`config.mk`:
```
export PLATFORM = sky130hd
export DESIGN_NAME = game_io_mmio
export DESIGN_NICKNAME = d
export VERILOG_FILES = /design/src/rtl/game_io_pkg.sv /design/src/rtl/btn_debounce.sv /design/src/rtl/game_io_mmio.sv
export SDC_FILE = /design/constraint.sdc
export NUM_CORES = 1
export LEC_CHECK = 0
export ABC_AREA = 0
export BUFFER_PORTS_ARGS = -buffer_cell sky130_fd_sc_hd__buf_4
export CORE_UTILIZATION = 55
export CTS_BUF_LIST = sky130_fd_sc_hd__clkbuf_2
export CTS_CLUSTER_DIAMETER = 200
export DETAILED_ROUTE_END_ITERATION = 16
export PLACE_DENSITY = 0.87
export SYNTH_ARGS = -nofsm -noshare
export SYNTH_HDL_FRONTEND = slang
export SYNTH_HIERARCHICAL = 1
export SYNTH_SLANG_ARGS = --single-unit
```
`constraint.sdc`:
```
create_clock -name clock -period 3.7 [get_ports clock]
set_clock_uncertainty 0.2 [all_clocks]
set_input_delay 0.74 -clock clock [delete_from_list [all_inputs] [get_ports clock]]
set_output_delay 0.74 -clock clock [all_outputs]
set_load 0.005 [all_outputs]
```
`src/rtl/game_io_pkg.sv`:
```
// Shared address map for the game I/O peripheral.
// All offsets are word addresses relative to the peripheral base.
package game_io_pkg;

    localparam int unsigned ADDR_BTN_LEVEL   = 32'h000;
    localparam int unsigned ADDR_BTN_PRESS   = 32'h001;
    localparam int unsigned ADDR_FRAME_CNT   = 32'h002;
    localparam int unsigned ADDR_FRAME_FLAG  = 32'h003;
    localparam int unsigned ADDR_SPRITE_BASE = 32'h010;

    // X lives at the returned address, Y at the next one.
    function automatic int unsigned sprite_addr(input int unsigned i);
        return ADDR_SPRITE_BASE + 2 * i;
    endfunction

endpackage

```
`src/rtl/btn_debounce.sv`:
```
// One button: 2-flop synchroniser, stability counter and stable level.
// rise_pulse_o is high during the cycle whose edge takes the level from 0 to 1.
module btn_debounce #(
    parameter int unsigned DebounceCycles = 1000000
) (
    input  logic clk_i,
    input  logic rst_i,
    input  logic btn_i,
    output logic level_o,
    output logic rise_pulse_o
);

    localparam int unsigned CntW = $clog2(DebounceCycles + 1);
    localparam logic [CntW-1:0] CntLast = CntW'(DebounceCycles - 1);

    logic            sync1_q, sync2_q;
    logic            level_q, level_d;
    logic [CntW-1:0] cnt_q, cnt_d;

    always_comb begin
        level_d = level_q;
        cnt_d   = '0;
        if (sync2_q != level_q) begin
            // The increment that would reach DebounceCycles toggles instead.
            if (cnt_q == CntLast) begin
                level_d = ~level_q;
            end else begin
                cnt_d = cnt_q + CntW'(1);
            end
        end
    end

    always_ff @(posedge clk_i) begin
        if (rst_i) begin
            sync1_q <= 1'b0;
            sync2_q <= 1'b0;
            level_q <= 1'b0;
            cnt_q   <= '0;
        end else begin
            sync1_q <= btn_i;
            sync2_q <= sync1_q;
            level_q <= level_d;
            cnt_q   <= cnt_d;
        end
    end

    assign level_o      = level_q;
    assign rise_pulse_o = level_d & ~level_q;

endmodule

```
`src/rtl/game_io_mmio.sv`:
```
// Memory-mapped game I/O: debounced buttons with sticky press flags, a frame
// counter/flag fed by the VGA end-of-frame pulse, and sprite coordinate registers.
module game_io_mmio
    import game_io_pkg::*;
#(
    parameter int unsigned NUM_BTN         = 2,
    parameter int unsigned NUM_SPR         = 2,
    parameter int unsigned X_W             = 10,
    parameter int unsigned Y_W             = 9,
    parameter int unsigned ADDR_W          = 12,
    parameter int unsigned DEBOUNCE_CYCLES = 1000000
) (
    input  logic                   clock,
    input  logic                   reset,
    input  logic [NUM_BTN-1:0]     btn_in,
    input  logic                   screen_end,
    input  logic                   wren,
    input  logic                   rden,
    input  logic [ADDR_W-1:0]      address,
    input  logic [31:0]            data,
    output logic [31:0]            q,
    output logic [NUM_SPR*X_W-1:0] sprite_x,
    output logic [NUM_SPR*Y_W-1:0] sprite_y,
    output logic                   frame_irq
);

    logic [NUM_BTN-1:0] btn_level;
    logic [NUM_BTN-1:0] btn_rise;
    logic [NUM_BTN-1:0] press_q, press_d;

    logic               se_q;
    logic               frame_rise;
    logic [31:0]        frame_cnt_q, frame_cnt_d;
    logic               frame_flag_q, frame_flag_d;

    logic [X_W-1:0]     spr_x_q [NUM_SPR];
    logic [X_W-1:0]     spr_x_d [NUM_SPR];
    logic [Y_W-1:0]     spr_y_q [NUM_SPR];
    logic [Y_W-1:0]     spr_y_d [NUM_SPR];

    logic [31:0]        rdata;
    logic [31:0]        q_q, q_d;
    logic               rd_press, rd_flag;

    for (genvar b = 0; b < NUM_BTN; b++) begin : g_btn
        btn_debounce #(
            .DebounceCycles(DEBOUNCE_CYCLES)
        ) u_debounce (
            .clk_i       (clock),
            .rst_i       (reset),
            .btn_i       (btn_in[b]),
            .level_o     (btn_level[b]),
            .rise_pulse_o(btn_rise[b])
        );
    end

    assign frame_rise = screen_end & ~se_q;
    assign rd_press   = rden && (address == ADDR_W'(ADDR_BTN_PRESS));
    assign rd_flag    = rden && (address == ADDR_W'(ADDR_FRAME_FLAG));

    // Read mux sees pre-write register values, so a simultaneous write is not visible.
    always_comb begin
        rdata = '0;
        if (address == ADDR_W'(ADDR_BTN_LEVEL)) begin
            rdata[NUM_BTN-1:0] = btn_level;
        end else if (address == ADDR_W'(ADDR_BTN_PRESS)) begin
            rdata[NUM_BTN-1:0] = press_q;
        end else if (address == ADDR_W'(ADDR_FRAME_CNT)) begin
            rdata = frame_cnt_q;
        end else if (address == ADDR_W'(ADDR_FRAME_FLAG)) begin
            rdata[0] = frame_flag_q;
        end
        for (int unsigned i = 0; i < NUM_SPR; i++) begin
            if (address == ADDR_W'(sprite_addr(i))) begin
                rdata[X_W-1:0] = spr_x_q[i];
            end
            if (address == ADDR_W'(sprite_addr(i) + 1)) begin
                rdata[Y_W-1:0] = spr_y_q[i];
            end
        end
    end

    always_comb begin
        // A new set beats a read-clear on the same edge.
        press_d      = (rd_press ? '0 : press_q) | btn_rise;
        frame_flag_d = frame_rise | (frame_flag_q & ~rd_flag);
        frame_cnt_d  = frame_rise ? frame_cnt_q + 32'd1 : frame_cnt_q;
        q_d          = rden ? rdata : q_q;
        spr_x_d      = spr_x_q;
        spr_y_d      = spr_y_q;
        if (wren) begin
            for (int unsigned i = 0; i < NUM_SPR; i++) begin
                if (address == ADDR_W'(sprite_addr(i))) begin
                    spr_x_d[i] = data[X_W-1:0];
                end
                if (address == ADDR_W'(sprite_addr(i) + 1)) begin
                    spr_y_d[i] = data[Y_W-1:0];
                end
            end
        end
    end

    always_ff @(posedge clock) begin
        if (reset) begin
            press_q      <= '0;
            se_q         <= 1'b0;
            frame_cnt_q  <= '0;
            frame_flag_q <= 1'b0;
            q_q          <= '0;
            spr_x_q      <= '{default: '0};
            spr_y_q      <= '{default: '0};
        end else begin
            press_q      <= press_d;
            se_q         <= screen_end;
            frame_cnt_q  <= frame_cnt_d;
            frame_flag_q <= frame_flag_d;
            q_q          <= q_d;
            spr_x_q      <= spr_x_d;
            spr_y_q      <= spr_y_d;
        end
    end

    for (genvar i = 0; i < NUM_SPR; i++) begin : g_spr
        assign sprite_x[i*X_W +: X_W] = spr_x_q[i];
        assign sprite_y[i*Y_W +: Y_W] = spr_y_q[i];
    end

    assign q         = q_q;
    assign frame_irq = frame_flag_q;

endmodule

```
==> impl_results.md <==
* Run status: completed
* Synth cell count leaders: 152 x dfxtp_1, 92 x nor2_1, 59 x a21oi_1
* Final HPWL DP at 11900 um
* Yosys top cell area share at 42.3%
* Largest family of logic cells by synthesized area: simple AND/OR/NAND/NOR gates
* Count leader, synth: dfxtp_1
* Chip height at 116 um
* Xor/xnor cell area share of the yosys netlist at 4.74%
* Worst hold start: screen_end
* Post-synth net total at 863
* H-tree Lvls at 4
* Number of buffers added on ports at 99
* Max stage delay on crit path at 0.58 ns
* Initial antenna violation count at 1
* Nets at 944
* Reg-to-reg startpoint: frame_cnt_q[0]
* Fin crit share at 63.3%
* Hold Crit Depth at 2
* Pwr dens at 325 nW/um^2
* Slew Limit Fails at 0
* Clock sinks at 152
* Top_reg_cell synth: dfxtp_1
* Layout area overhead at 14.4%
* Multiplexer area fraction after synthesis at 2.43%
* Total negative slack at 0 ns
* Startpoint types: flop
* CTS root buffer: clkbuf_2
* Synth Area in Adders at 0.521%
* CTS Buf Count at 17
* Post-synthesis cell count at 809
* Lkg Pwr at 2.84 nW
* First-pass GRT wire length at 28400 um
* Max Root-Sink Buffers at 2
* Core area at 12700 um^2
* FP Rows at 41
* Vias in the first global route at 5904
* Crit path time final at 2.34 ns
* Area leader, netlist: dfxtp_1
* Worst setup EP type: flop
* Clock latency at the later pin of the worst-skew pair at 0.72 ns
* Via count at 6423
* Top cells by area, synth: dfxtp_1 42%, nor2_1 4.8%, a21oi_1 4.1%
* Register-to-Register Setup Slack at 1.36 ns
* R2R depth at 5
* Critical path class: flop to flop
* GRT Total Usage at 26.9%
* Reg-to-reg endpoint: frame_cnt_q[18]
* RSZ-0062 raised after global routing: no
* DRT antenna net count at 0
* Crit-path cells: ha_1 > and4b_1 > nand3_1 > or4_1 > a21oi_1
* Critical Path Slowest Stage Cell: or4_1
* Vias/cell at 5.97
* Tightest Pin Transition at 0.868 ns
* Sequential area share after synthesis at 42.3%
* Initial core utilization at 56.8%
* Asr flop ratio synth at 0%
* Final worst slack at 1.36 ns
* # hold bufs at CTS at 1
* DRC Markers at 0
* Critical Path RT at 4.15 ns
* Peak supply drop at 0.251 mV
* Critical Path AT at 2.79 ns
* Final Util at 65.0%
* Post-CTS Setup Bufs at 0
* Post-Syn Area at 7200 um^2
* Routed length per placed instance at 16.2 um
* Synth unique cells at 63
* Reg clk slew, reported paths at 0.21 ns
* Share of cells above drive strength 1 at 23.4%
* Drt pass-1 iters at 5
* Io pins at 122
* Crit-path max FO at 12
* Hold endpoint: se_q
* Post_cts resized at 0
* Largest net degree at the start of global routing at 71
* EDFF count, synth at 0
* Overflow after GRT at 0
* Compound-Gate Fraction of Synth Area at 17.1%
* CTS tree: done
* Min-delay worst type: input pin to flop
* Fillcell total at 1049
* Setup violations, final at 0
* Syn Area/Cell at 8.90 um^2
* Synth Area in Simple Gates at 28.7%
* Die width at 116 um
* Full die area at 13600 um^2
* DR iter-0 viols at 547
* Final hold viol count at 0
* Relative slew slack at 42.1%
* WL final at 17500 um
* Register bit total from synthesis at 152
* Yosys warning count at 6
* Max Cap Viol at 0
* GP Congestion at 0.853
* Fmax at 0.427 GHz
* Pre-CTS setup slack at 0.824 ns
-- flip-flops by register name, indices dropped and copies added, names as in the netlist, 2 cells and up --
register / count
g_btn.u_debounce/cnt_q: 40
frame_cnt_q: 32
q: 32
sprite_x: 20
sprite_y: 18
g_btn.u_debounce/level_o: 2
g_btn.u_debounce/sync1_q: 2
g_btn.u_debounce/sync2_q: 2
press_q: 2
-- layout by cell type, fill, tap and decap left out, types with 3 or more instances in the layout --
| cell | n |
|---|---|
| a22oi_2 | 20 |
| inv_1 | 18 |
| clkbuf_2 | 20 |
| xor2_1 | 12 |
| nand3_1 | 38 |
| nor2_2 | 20 |
| and2_1 | 4 |
| nor3b_1 | 4 |
| buf_4 | 109 |
| a21oi_1 | 59 |
| nor2b_1 | 10 |
| nor4_2 | 5 |
| clkinv_2 | 3 |
| nor3_1 | 14 |
| xnor2_1 | 27 |
| o21ai_0 | 39 |
| o31ai_1 | 16 |
| o221a_2 | 7 |
| o221ai_1 | 4 |
| nor2_1 | 92 |
| or4b_1 | 4 |
| or3_1 | 10 |
| clkinv_1 | 6 |
| or4_1 | 17 |
| a22oi_1 | 9 |
| mux2i_1 | 13 |
| o2111ai_1 | 8 |
| nor4b_2 | 5 |
| dfxtp_1 | 152 |
| and4_1 | 7 |
| nor4_1 | 13 |
| nand2_1 | 49 |
| and3_1 | 9 |
| ha_1 | 3 |
| nand2b_1 | 6 |
| nand4_1 | 30 |
-- power by group --
| part | switching, mW | internal, mW | total (mW) | leakage [nW] |
|---|---|---|---|---|
| Combinational | 0.0927 | 0.0567 | 0.149 | 1.49 |
| Clock | 0.567 | 0.302 | 0.869 | 0.131 |
| Sequential | 0.00751 | 1.65 | 1.66 | 1.23 |
-- critical path: cells and delay by family (launching register included) --
| family | cells | cell delay [ns] |
|---|---|---|
| compound gates | 1 | 0.14 |
| flops | 1 | 0.44 |
| fa+ha+maj | 1 | 0.21 |
| simple gates | 3 | 1.30 |
-- routing by layer --
layer	part of all wire, %	track usage, %	vias up
li1	-	-	3131
met4	2.4	10.6	0
met1	44	34.0	3026
met2	47	43.6	236
met3	7.1	7.11	30
met5	0	0	-
-- stage by stage --
stage | hold slack, ns | cell area, um^2 | std cells | power, mW
final | 0.0544 | 8240 | 1076 | 2.68
after global routing | 0.00149 | 8240 | 1076 | 2.78
after CTS | 0.0196 | 8230 | 1074 | 2.68
after detailed placement | 0.238 | 8010 | 1041 | 1.84
after global placement | 0.236 | 8010 | 1041 | 1.83
after floorplan | 0.214 | 7200 | 809 | 1.77
-- kinds of logic (layout without fill, tap and decap cells) --
kind of cell | count (synthesis) | in the layout
xor+xnor | 39 | 39
buf+inv | 68 | 162
other cells | 0 | 1
mux | 16 | 16
fa+ha+maj | 3 | 3
compound gates | 175 | 175
flops | 152 | 152
simple gates | 356 | 356
-- area by class of cell --
cell class              instances  area (um^2)  area share [%]
diodes                          1         2.50          0.0304
clock buffers                  20          100            1.22
clock inverters                12          109            1.32
inverters                      19         71.3           0.866
multi-input cells             589         3860            46.8
flip-flops and latches        152         3040            36.9
well taps                     172          215            2.61
repair buffers                111          838            10.2
-- how the worst max path moves through the flow --
stage / to / startpoint / slack, ns
2_1_floorplan: q[13] / address[2] / 1.30
3_3_place_gp: sprite_x[17] / address[9] / 0.88
3_5_place_dp: q[10] / address[0] / 0.82
4_1_cts: frame_cnt_q[16] / frame_cnt_q[0] / 1.34
5_1_grt: frame_cnt_q[20] / frame_cnt_q[1] / 1.14
6_report: frame_cnt_q[18] / frame_cnt_q[0] / 1.36
No activity file was read; power rests on OpenSTA's default activity.
